## src/rtl/muldiv_pkg.sv

```systemverilog
// muldiv_pkg
// Shared types for the multiply/divide sequencer: operation encodings,
// the sequencer state enum, the exception-cause encoding and the packed
// bundle of registered control outputs.
package muldiv_pkg;

  typedef enum logic [1:0] {
    OP_MULT = 2'b00,
    OP_DIV  = 2'b01,
    OP_DIVM = 2'b10,
    OP_RSVD = 2'b11
  } op_e;

  typedef enum logic [2:0] {
    ST_IDLE = 3'd0,
    ST_CLR  = 3'd1,
    ST_RUN  = 3'd2,
    ST_WB   = 3'd3,
    ST_DONE = 3'd4,
    ST_EXC  = 3'd5
  } state_e;

  typedef enum logic [1:0] {
    CAUSE_NONE    = 2'd0,
    CAUSE_DIV0    = 2'd1,
    CAUSE_TIMEOUT = 2'd2
  } cause_e;

  typedef struct packed {
    logic multControl;
    logic multReset;
    logic divOp;
    logic divReset;
    logic divmSel;
    logic hiW;
    logic loW;
    logic busy;
    logic done;
    logic excDiv0;
    logic excTimeout;
  } seq_out_t;

  // DIV and DIVM share the divider unit and its flags.
  function automatic logic isDivOp(input op_e op);
    return (op == OP_DIV) || (op == OP_DIVM);
  endfunction

endpackage

```

## src/rtl/muldiv_sequencer_watchdog.sv

```systemverilog
// cycle_watchdog
// Counts cycles while enabled and flags when the count reaches TIMEOUT-1,
// so the sequencer can abandon a unit that never raises its completion flag.
// Ports:
//   clk_i      system clock
//   reset_i    synchronous active-high reset
//   clear_i    zero the counter (takes priority over enable)
//   enable_i   advance the counter by one this cycle
//   expired_o  counter currently equals TIMEOUT-1
module cycle_watchdog #(
  parameter int unsigned TIMEOUT = 64,
  parameter int unsigned CNT_W   = 7
) (
  input  logic clk_i,
  input  logic reset_i,
  input  logic clear_i,
  input  logic enable_i,
  output logic expired_o
);

  logic [CNT_W-1:0] cntQ;
  logic [CNT_W-1:0] cntD;

  // Clear wins over enable so the sequencer can zero the count on the
  // cycle just before the unit starts running.
  always_comb begin
    cntD = cntQ;
    if (clear_i) begin
      cntD = '0;
    end else if (enable_i) begin
      cntD = cntQ + CNT_W'(1);
    end
  end

  // Counter register.
  always_ff @(posedge clk_i) begin
    if (reset_i) begin
      cntQ <= '0;
    end else begin
      cntQ <= cntD;
    end
  end

  // The count equals the index of the current RUN cycle, so matching
  // TIMEOUT-1 means this is the last cycle the unit is allowed.
  assign expired_o = (cntQ == CNT_W'(TIMEOUT - 1));

endmodule

```

## src/rtl/muldiv_sequencer.sv

```systemverilog
// muldiv_sequencer
// Runs the shared multiplier or divider for the control unit: clears the
// selected unit, runs it until its completion flag, writes HI/LO, then
// pulses done. Divide-by-zero and a watchdog timeout end the operation
// with an exception pulse instead, leaving HI/LO untouched.
// Ports:
//   clk_i, reset_i      clock, synchronous active-high reset
//   start_i, op_i       one-cycle request and operation (sampled in IDLE)
//   mult_end_i          multiplier finished
//   div_done_i          divider finished
//   div_by0_i           divider divide-by-zero flag
//   mult_control_o      multiplier run enable
//   mult_reset_o        multiplier clear
//   div_op_o            divider run enable / HI-LO source select
//   div_reset_o         divider clear
//   divm_sel_o          divider operands from the DIVM path
//   hi_w_o, lo_w_o      HI / LO write enables
//   busy_o              operation in progress
//   done_o              one-cycle pulse, HI/LO written
//   exc_div0_o          one-cycle pulse, divide by zero
//   exc_timeout_o       one-cycle pulse, watchdog expired
module muldiv_sequencer
  import muldiv_pkg::*;
#(
  parameter int unsigned TIMEOUT = 64,
  parameter int unsigned CNT_W   = 7
) (
  input  logic       clk_i,
  input  logic       reset_i,
  input  logic       start_i,
  input  logic [1:0] op_i,
  input  logic       mult_end_i,
  input  logic       div_done_i,
  input  logic       div_by0_i,
  output logic       mult_control_o,
  output logic       mult_reset_o,
  output logic       div_op_o,
  output logic       div_reset_o,
  output logic       divm_sel_o,
  output logic       hi_w_o,
  output logic       lo_w_o,
  output logic       busy_o,
  output logic       done_o,
  output logic       exc_div0_o,
  output logic       exc_timeout_o
);

  state_e   stateQ, stateD;
  op_e      opQ, opD;
  cause_e   causeQ, causeD;
  seq_out_t outsQ, outsD;

  logic unitDone;
  logic wdExpired;

  cycle_watchdog #(
    .TIMEOUT (TIMEOUT),
    .CNT_W   (CNT_W)
  ) uWatchdog (
    .clk_i     (clk_i),
    .reset_i   (reset_i),
    .clear_i   (stateQ == ST_CLR),
    .enable_i  (stateQ == ST_RUN),
    .expired_o (wdExpired)
  );

  // Only the flag of the unit actually running can end RUN; the other
  // unit's flag is ignored.
  assign unitDone = (opQ == OP_MULT) ? mult_end_i : div_done_i;

  // Next-state logic. In RUN a divide-by-zero beats completion, and
  // completion beats the watchdog, so a result arriving on the very last
  // allowed cycle is still written back. The reserved op is accepted but
  // skips the units entirely and reports done straight away.
  always_comb begin
    stateD = stateQ;
    opD    = opQ;
    causeD = causeQ;
    case (stateQ)
      ST_IDLE: begin
        if (start_i) begin
          opD    = op_e'(op_i);
          causeD = CAUSE_NONE;
          stateD = (op_e'(op_i) == OP_RSVD) ? ST_DONE : ST_CLR;
        end
      end
      ST_CLR: begin
        stateD = ST_RUN;
      end
      ST_RUN: begin
        if (isDivOp(opQ) && div_by0_i) begin
          stateD = ST_EXC;
          causeD = CAUSE_DIV0;
        end else if (unitDone) begin
          stateD = ST_WB;
        end else if (wdExpired) begin
          stateD = ST_EXC;
          causeD = CAUSE_TIMEOUT;
        end
      end
      ST_WB: begin
        stateD = ST_DONE;
      end
      ST_DONE: begin
        stateD = ST_IDLE;
      end
      ST_EXC: begin
        stateD = ST_IDLE;
      end
      default: begin
        stateD = ST_IDLE;
      end
    endcase
  end

  // Output decode from the upcoming state and op, so the registered
  // outputs line up with the state they belong to. In WB the divider
  // select stays up so the HI/LO mux still picks the divider results.
  always_comb begin
    outsD = '0;
    case (stateD)
      ST_CLR: begin
        outsD.busy = 1'b1;
        if (opD == OP_MULT) begin
          outsD.multReset = 1'b1;
        end else begin
          outsD.divReset = 1'b1;
        end
      end
      ST_RUN: begin
        outsD.busy        = 1'b1;
        outsD.multControl = (opD == OP_MULT);
        outsD.divOp       = isDivOp(opD);
        outsD.divmSel     = (opD == OP_DIVM);
      end
      ST_WB: begin
        outsD.busy    = 1'b1;
        outsD.hiW     = 1'b1;
        outsD.loW     = 1'b1;
        outsD.divOp   = isDivOp(opD);
        outsD.divmSel = (opD == OP_DIVM);
      end
      ST_DONE: begin
        outsD.done = 1'b1;
      end
      ST_EXC: begin
        outsD.excDiv0    = (causeD == CAUSE_DIV0);
        outsD.excTimeout = (causeD == CAUSE_TIMEOUT);
      end
      default: begin
        outsD = '0;
      end
    endcase
  end

  // State, latched op/cause and registered outputs. Reset drops everything
  // at once, abandoning any operation without a write or a pulse.
  always_ff @(posedge clk_i) begin
    if (reset_i) begin
      stateQ <= ST_IDLE;
      opQ    <= OP_MULT;
      causeQ <= CAUSE_NONE;
      outsQ  <= '0;
    end else begin
      stateQ <= stateD;
      opQ    <= opD;
      causeQ <= causeD;
      outsQ  <= outsD;
    end
  end

  assign mult_control_o = outsQ.multControl;
  assign mult_reset_o   = outsQ.multReset;
  assign div_op_o       = outsQ.divOp;
  assign div_reset_o    = outsQ.divReset;
  assign divm_sel_o     = outsQ.divmSel;
  assign hi_w_o         = outsQ.hiW;
  assign lo_w_o         = outsQ.loW;
  assign busy_o         = outsQ.busy;
  assign done_o         = outsQ.done;
  assign exc_div0_o     = outsQ.excDiv0;
  assign exc_timeout_o  = outsQ.excTimeout;

endmodule

```

## config.mk

```make
export PLATFORM = sky130hd
export DESIGN_NAME = muldiv_sequencer
export DESIGN_NICKNAME = d
export VERILOG_FILES = /design/src/rtl/muldiv_pkg.sv /design/src/rtl/muldiv_sequencer_watchdog.sv /design/src/rtl/muldiv_sequencer.sv
export SDC_FILE = /design/constraint.sdc
export NUM_CORES = 1
export LEC_CHECK = 0
export ABC_AREA = 1
export CORE_UTILIZATION = 50
export CTS_CLUSTER_DIAMETER = 30
export DETAILED_ROUTE_END_ITERATION = 16
export GPL_ROUTABILITY_DRIVEN = 1
export GPL_TIMING_DRIVEN = 0
export PLACE_DENSITY = 0.81
export SLEW_MARGIN = 25
export SYNTH_ARGS = -nofsm -noshare
export SYNTH_HDL_FRONTEND = slang
export SYNTH_HIERARCHICAL = 1
export SYNTH_SLANG_ARGS = --single-unit
```

## constraint.sdc

```tcl
create_clock -name clk_i -period 1.6 [get_ports clk_i]
set_input_delay 0.32 -clock clk_i [delete_from_list [all_inputs] [get_ports clk_i]]
set_output_delay 0.32 -clock clk_i [all_outputs]
set_load 0.02 [all_outputs]
```

==> results.ini, run 1 <==
[die]
core_mm2 = 0.00194
die-width_um = 47.4
initial_core_util = 0.530
ios = 19
placementRows = 16
die_y_um = 47.4
die_area_mm2 = 0.00224

[grt]
antenna_found_initial = 0
grt_overflow_total = 0
grt_pass1_wl_um = 3120
grt_pass1_vias = 806
grt_max_degree = 14
grt.total_usage = 0.206

[pwr]
p_int_mw = 0.787
seq_power_share = 0.544
p_per_area_mw_per_mm2 = 841
leakage_nw = 0.789
p_total_mw = 1.12
peakVddDrop_mv = 0.731
power.share.combinational = 0.211
p_clk_frac = 0.245
p_sw_mw = 0.337
p_sw_frac = 0.300

[outcome]
status = finished clean

[logic_synthesis]
synth_fp_nets = 155
ys_types = 19
synth_top_area_cell = dfxtp_1
synthesis.instances = 143
synth.avg_cell_area_um2 = 7.19
synth_area_mm2 = 0.00103
synth_edf_count = 0
synthTopCellsByArea = dfxtp_1, nand2_1, inv_1
netlist.area_leader.share = 0.448
synth_seq_cells = 23
async_flop_share = 0
seq_area_frac_synth = 0.448
yosysWarnings = 6
synth_ff_type = dfxtp_1

[layout]
finalInstanceArea_mm2 = 0.00134
nNetsFinal = 180
antennaDiodeCount = 0
synthToLayoutAreaGrowth_pct = 29.9
instances_no_fill = 194
drive_above_1_share = 0.162

[clocking]
clk_pin_slew_ps = 120
cts_buffers = 3
h-tree-depth = 1
cts_root_buffer = clkbuf_4
clock_latency_ps = 320
clockBufferDepth = 2
numClockSinks = 23
cts_tree = done

[sta]
setup_viol = 0
slew_violations = 0
relSlewSlack = 0.682
hold_viol_final = 0
rsz0062_at_grt = true
period_needed_ps = 1530
fmax_ghz = 0.655
period_share = 0.954
fin_worst_skew_ps = 4.85
tns_ps = 0
worst_slew_pin_slew_ps = 477
whs_ps = 492

[critical_path]
start_kind = primary input
reg2reg_to = uWatchdog/cntQ[6]$_SDFFE_PP0P_
r2r-start = stateQ[2]$_SDFF_PP0_
reg2reg_slack_ps = 90
cp-end-kind = flop
crit_required_ps = 1870
timing_worst_setup_path_type = primary input to flop
arrival_ps = 1790
path_max_fanout = 7
r2r_cells = 8

[drt]
drt_iter0_drc = 25
antenna_left = 0
route.vias.total = 939
routed_via_density = 4.84
first_pass_iters = 4
routed_wl_um = 2070
wl_per_cell_um = 10.6
drcViolationCount = 0

[place]
place_area_mm2 = 0.00124
io_buffers = 18
hpwl_um = 1600
dpl.cell_count = 188
gp_congestion = 0.872

[hold_path]
worstHoldStart = uWatchdog/cntQ[2]$_SDFFE_PP0P_
min_to = uWatchdog/cntQ[2]$_SDFFE_PP0P_
hold_depth = 2
hp-class = flop to flop

[flow_run]
drv_cap = 0

## worst max path at each step
stage	slack (ps)	endpoint	from	cells after the start
2_1_floorplan	230	busy_o$_SDFF_PP0_	uWatchdog/cntQ[0]$_SDFFE_PP0P_	10
3_3_place_gp	-220	mult_control_o$_SDFF_PP0_	start_i	8
3_5_place_dp	-300	mult_control_o$_SDFF_PP0_	start_i	8
4_1_cts	0.4	mult_control_o$_SDFF_PP0_	stateQ[1]$_SDFF_PP0_	7
5_1_grt	-20	busy_o$_SDFF_PP0_	uWatchdog/cntQ[4]$_SDFFE_PP0P_	11
6_report	70	mult_control_o$_SDFF_PP0_	start_i	8
## repair_timing
item / 4_1_cts / 5_1_grt
setup buffers: 0 / 2
hold buffers: 0 / 0
resized for setup: 2 / 22
endpoints found under the setup margin: 7 / 18
pin swaps: 0 / 3
## cells in the mapped netlist (2+ instances only)
master   instances
a21oi_1          5
nand2_2          3
ha_1             4
nand3_1         10
nand2_1         35
nor2_4           2
nor2_1          20
dfxtp_1         23
nor2_2           3
nor3_1           2
inv_1           24
o21ai_0          5
## critical path, cell delays in order
cell and delay, ps:
clkdlybuf4s50_1 480, nand2_2 70, nor2_4 190, nand2_1 70
o21ai_1 180, ha_1 270, nand3_1 100, nor2_1 110
## cells in the final DEF, fill, tap and decap left out, types with 2 or more instances in the layout
| cell | instances |
|---|---|
| nand2_1 | 34 |
| inv_1 | 23 |
| nor2_1 | 20 |
| dfxtp_1 | 19 |
| nand3_1 | 10 |
| dlymetal6s2s_1 | 10 |
| clkdlybuf4s50_1 | 7 |
| a21oi_1 | 5 |
| nand2_2 | 4 |
| o21ai_1 | 4 |
| nor2_2 | 3 |
| ha_1 | 3 |
| buf_4 | 3 |
| clkbuf_4 | 3 |
| dfxtp_2 | 3 |
| inv_2 | 2 |
| nor2_4 | 2 |
| o21ai_0 | 2 |
## routing by layer
| layer | wire length, um | vias up | global-route usage | part of all wire |
|---|---|---|---|---|
| li1 | - | 485 | - | - |
| met1 | 819 | 416 | 0.206 | 0.40 |
| met2 | 1070 | 29 | 0.362 | 0.52 |
| met3 | 113 | 9 | 0.0692 | 0.055 |
| met4 | 64 | 0 | 0.131 | 0.031 |
| met5 | 0 | - | 0 | 0 |
## power groups by stage
stage	clock network [mW]	registers (mW)	logic, mW
floorplan	0	0.636	0.138
global placement	0	0.623	0.219
detailed placement	0	0.624	0.235
CTS	0.276	0.611	0.235
global route	0.308	0.616	0.266
finish	0.275	0.611	0.237
## logic make-up after synthesis
group / share of synthesized area
flops: 0.448
fa+ha+maj: 0.0487
xor+xnor: 0.00852
simple gates: 0.326
buf+inv: 0.0985
compound gates: 0.0706
## metrics by stage
stage	setup WS, ps	util
final	74.4	0.688
after floorplan	230	-
after global routing	-24.0	0.688
after detailed placement	-302	0.640
after CTS	0.396	0.656
after global placement	-215	0.640
## flip-flops by register name, indices dropped and copies added (netlist names)
register and cells:
causeQ 1, exc_timeout_o 1, stateQ 3, mult_control_o 1, opQ 2, divm_sel_o 1, div_op_o 1, exc_div0_o 1
done_o 1, busy_o 1, mult_reset_o 1, uWatchdog/cntQ 7, div_reset_o 1, hi_w_o 1
## layout make-up
class / instances / area, um^2
multi-input combinational: 94 / 487
clock inverter: 1 / 5.00
inverter: 25 / 93.8
buffer: 1 / 7.51
clock buffer: 3 / 22.5
sequential: 23 / 468
timing repair buffer: 20 / 219
fill: 152 / 606
tap: 27 / 33.8
Note: power is estimated with default switching activity, not from simulation.
==> run 2: changes to the inputs <==
==> constraint.sdc (replaced) <==
create_clock -name clk_i -period 1.5 [get_ports clk_i]
set_input_delay 0.15 -clock clk_i [delete_from_list [all_inputs] [get_ports clk_i]]
set_output_delay 0.15 -clock clk_i [all_outputs]
set_load 0.02 [all_outputs]
==> results.ini, run 2 (synthesis results as in run 1) <==
[sta]
period_needed_ps = 1460
setup_ws_ps = 38.8  ; was 74.4 ps
fin_worst_skew_ps = 8.21  ; was 4.85 ps
setup_viol = 0  ; unchanged
fmax_ghz = 0.684
period_share = 0.974
hold_viol_final = 0  ; unchanged
slew_violations = 0  ; unchanged
worst_slew_pin_slew_ps = 368  ; was 477 ps
relSlewSlack = 0.753  ; was 0.682

[clocking]
numClockSinks = 23  ; unchanged
h-tree-depth = 1  ; unchanged
clockBufferDepth = 2  ; unchanged
clk_pin_slew_ps = 130  ; was 120 ps
clock_latency_ps = 330  ; was 320 ps
cts_tree = done  ; unchanged
hold_buffers = 0  ; unchanged
cts_buffers = 3  ; unchanged
cts_root_buffer = clkbuf_4  ; unchanged

[die]
ios = 19  ; unchanged
core_mm2 = 0.00194  ; unchanged
placementRows = 16  ; unchanged
initial_core_util = 0.530  ; unchanged
die_area_mm2 = 0.00224  ; unchanged
die_y_um = 47.4  ; unchanged
die-width_um = 47.4  ; unchanged

[grt]
grt.total_usage = 0.214  ; was 0.206
grt_max_degree = 14  ; unchanged
grt_overflow_total = 0  ; unchanged
grt_pass1_vias = 832  ; was 806
antenna_found_initial = 0  ; unchanged
grt_pass1_wl_um = 3260  ; was 3120 um

[layout]
antennaDiodeCount = 0  ; unchanged
fillers = 150  ; was 152
nNetsFinal = 182  ; was 180
regMostFlops = uWatchdog/cntQ  ; unchanged
mostFrequentLayoutCells = nand2_1, inv_1, nor2_1  ; unchanged
synthToLayoutAreaGrowth_pct = 32.4  ; was 29.9%
instances_no_fill = 196  ; was 194
final_common_cell = nand2_1  ; unchanged
largest_reg_flops = 7  ; unchanged
largestRegisters = uWatchdog/cntQ: 7 flops, stateQ: 3 flops, opQ: 2 flops  ; unchanged
drive_above_1_share = 0.243  ; was 0.162

[place]
io_buffers = 18  ; unchanged
post-place-ws_ps = -232  ; was -302 ps
dpl.cell_count = 188  ; unchanged
hpwl_um = 1600  ; unchanged
gp_congestion = 0.872  ; unchanged

[drt]
routed_via_density = 4.90  ; was 4.84
first_pass_iters = 4  ; unchanged
antenna_left = 0  ; unchanged
routed_wl_um = 2180  ; was 2070 um
drt_iter0_drc = 18  ; was 25
drcViolationCount = 0  ; unchanged
wl_per_cell_um = 11.1  ; was 10.6 um
route.vias.total = 960  ; was 939

[outcome]
status = finished clean  ; unchanged

[critical_path]
cpPeakStageDelay_ps = 360  ; was 480 ps
arrival_ps = 1690  ; was 1790 ps
crit_chain = inv_2 > nand2_2 > nor2_4 > nand2_1 > o21ai_2 > ha_2 > inv_1 > nor2_1  ; was clkdlybuf4s50_1 > nand2_2 > nor2_4 > nand2_1 > o21ai_1 > ha_1 > nand3_1 > nor2_1
path_max_fanout = 7  ; unchanged
cpLargestDelayFamily = simple AND/OR/NAND/NOR gates  ; unchanged
crit_path_top_delay_cell = dfxtp_2  ; was clkdlybuf4s50_1
reg2reg_slack_ps = 40  ; was 90 ps
timing_worst_setup_path_type = flop to flop  ; was primary input to flop
cp-end-kind = flop  ; unchanged
crit_required_ps = 1730  ; was 1870 ps
cp_num_buf_inv = 2  ; was 1
start_kind = flop  ; was primary input

[pwr]
leakage_nw = 0.629  ; was 0.789 nW
p_int_mw = 0.853  ; was 0.787 mW
p_sw_mw = 0.369  ; was 0.337 mW
peakVddDrop_mv = 0.839  ; was 0.731 mV
p_clk_frac = 0.242  ; was 0.245
p_per_area_mw_per_mm2 = 898  ; was 841 mW/mm^2
seq_power_share = 0.538  ; was 0.544
power.share.combinational = 0.220  ; was 0.211
p_sw_frac = 0.302  ; was 0.300

[hold_path]
hp-class = flop to flop  ; unchanged

[flow_run]
drv_cap = 0  ; unchanged

-- run 2: changes by cell type in the layout (fill, tap and decap cells not counted), sizes merged --
cell	before	now
buf	3	5
clkdlybuf4s50	7	17
dlymetal6s2s	10	0
-- run 2: path summary, 6_finish.rpt --
check                                 start                              to  cells past startpoint
max                    stateQ[0]$_SDFF_PP0_             div_op_o$_SDFF_PP0_                      8
min          uWatchdog/cntQ[2]$_SDFFE_PP0P_  uWatchdog/cntQ[2]$_SDFFE_PP0P_                      2
max reg2reg            stateQ[0]$_SDFF_PP0_             div_op_o$_SDFF_PP0_                      8
min reg2reg  uWatchdog/cntQ[2]$_SDFFE_PP0P_  uWatchdog/cntQ[2]$_SDFFE_PP0P_                      2
-- run 2: area by class of cell --
type | count | area, um^2 | area share
well taps | 27 | 33.8 | 0.0248
inverters | 25 | 93.8 | 0.0689
clock inverters | 1 | 5.00 | 0.00368
repair buffers | 22 | 209 | 0.153
flip-flops and latches | 23 | 470 | 0.346
clock buffers | 3 | 22.5 | 0.0165
multi-input cells | 94 | 519 | 0.381
plain buffers | 1 | 7.51 | 0.00551
-- run 2: stage by stage --
step                      setup TNS, ps  total power, mW  hold WS, ps  instance area (um^2)  utilization
after floorplan                       0            0.826          219                  1030            -
after global placement             -763            0.898          466                  1240        0.640
after detailed placement          -1330            0.916          477                  1240        0.640
after CTS                             0             1.22          495                  1330        0.683
after global routing               -103             1.29          527                  1360        0.701
final                                 0             1.22          505                  1360        0.701
-- run 2: power by group through the flow --
| stage | clock (mW) | sequential [mW] | combinational (mW) |
|---|---|---|---|
| final | 0.296 | 0.657 | 0.270 |
| after floorplan | 0 | 0.679 | 0.147 |
| after global routing | 0.329 | 0.662 | 0.300 |
| after detailed placement | 0 | 0.665 | 0.250 |
| after CTS | 0.294 | 0.654 | 0.268 |
| after global placement | 0 | 0.664 | 0.234 |
-- run 2: layer usage --
metal  GRT usage  share of wire  vias up
met2       0.370           0.54       30
met1       0.222           0.37      434
li1            -              -      488
met5           0              0        -
met3      0.0692          0.068        8
met4       0.131          0.026        0
-- run 2: what timing repair did --
action                                  CTS  global route
hold endpoints to repair                  0             0
setup buffers                             3             1
resized for setup                        16            11
pin swaps                                 4             6
endpoints found under the setup margin   10            16
-- run 2: worst min-delay path, stage by stage (launching register included) --
cell	delay, ps
dfxtp_1	350
inv_1	70
a21oi_1	50
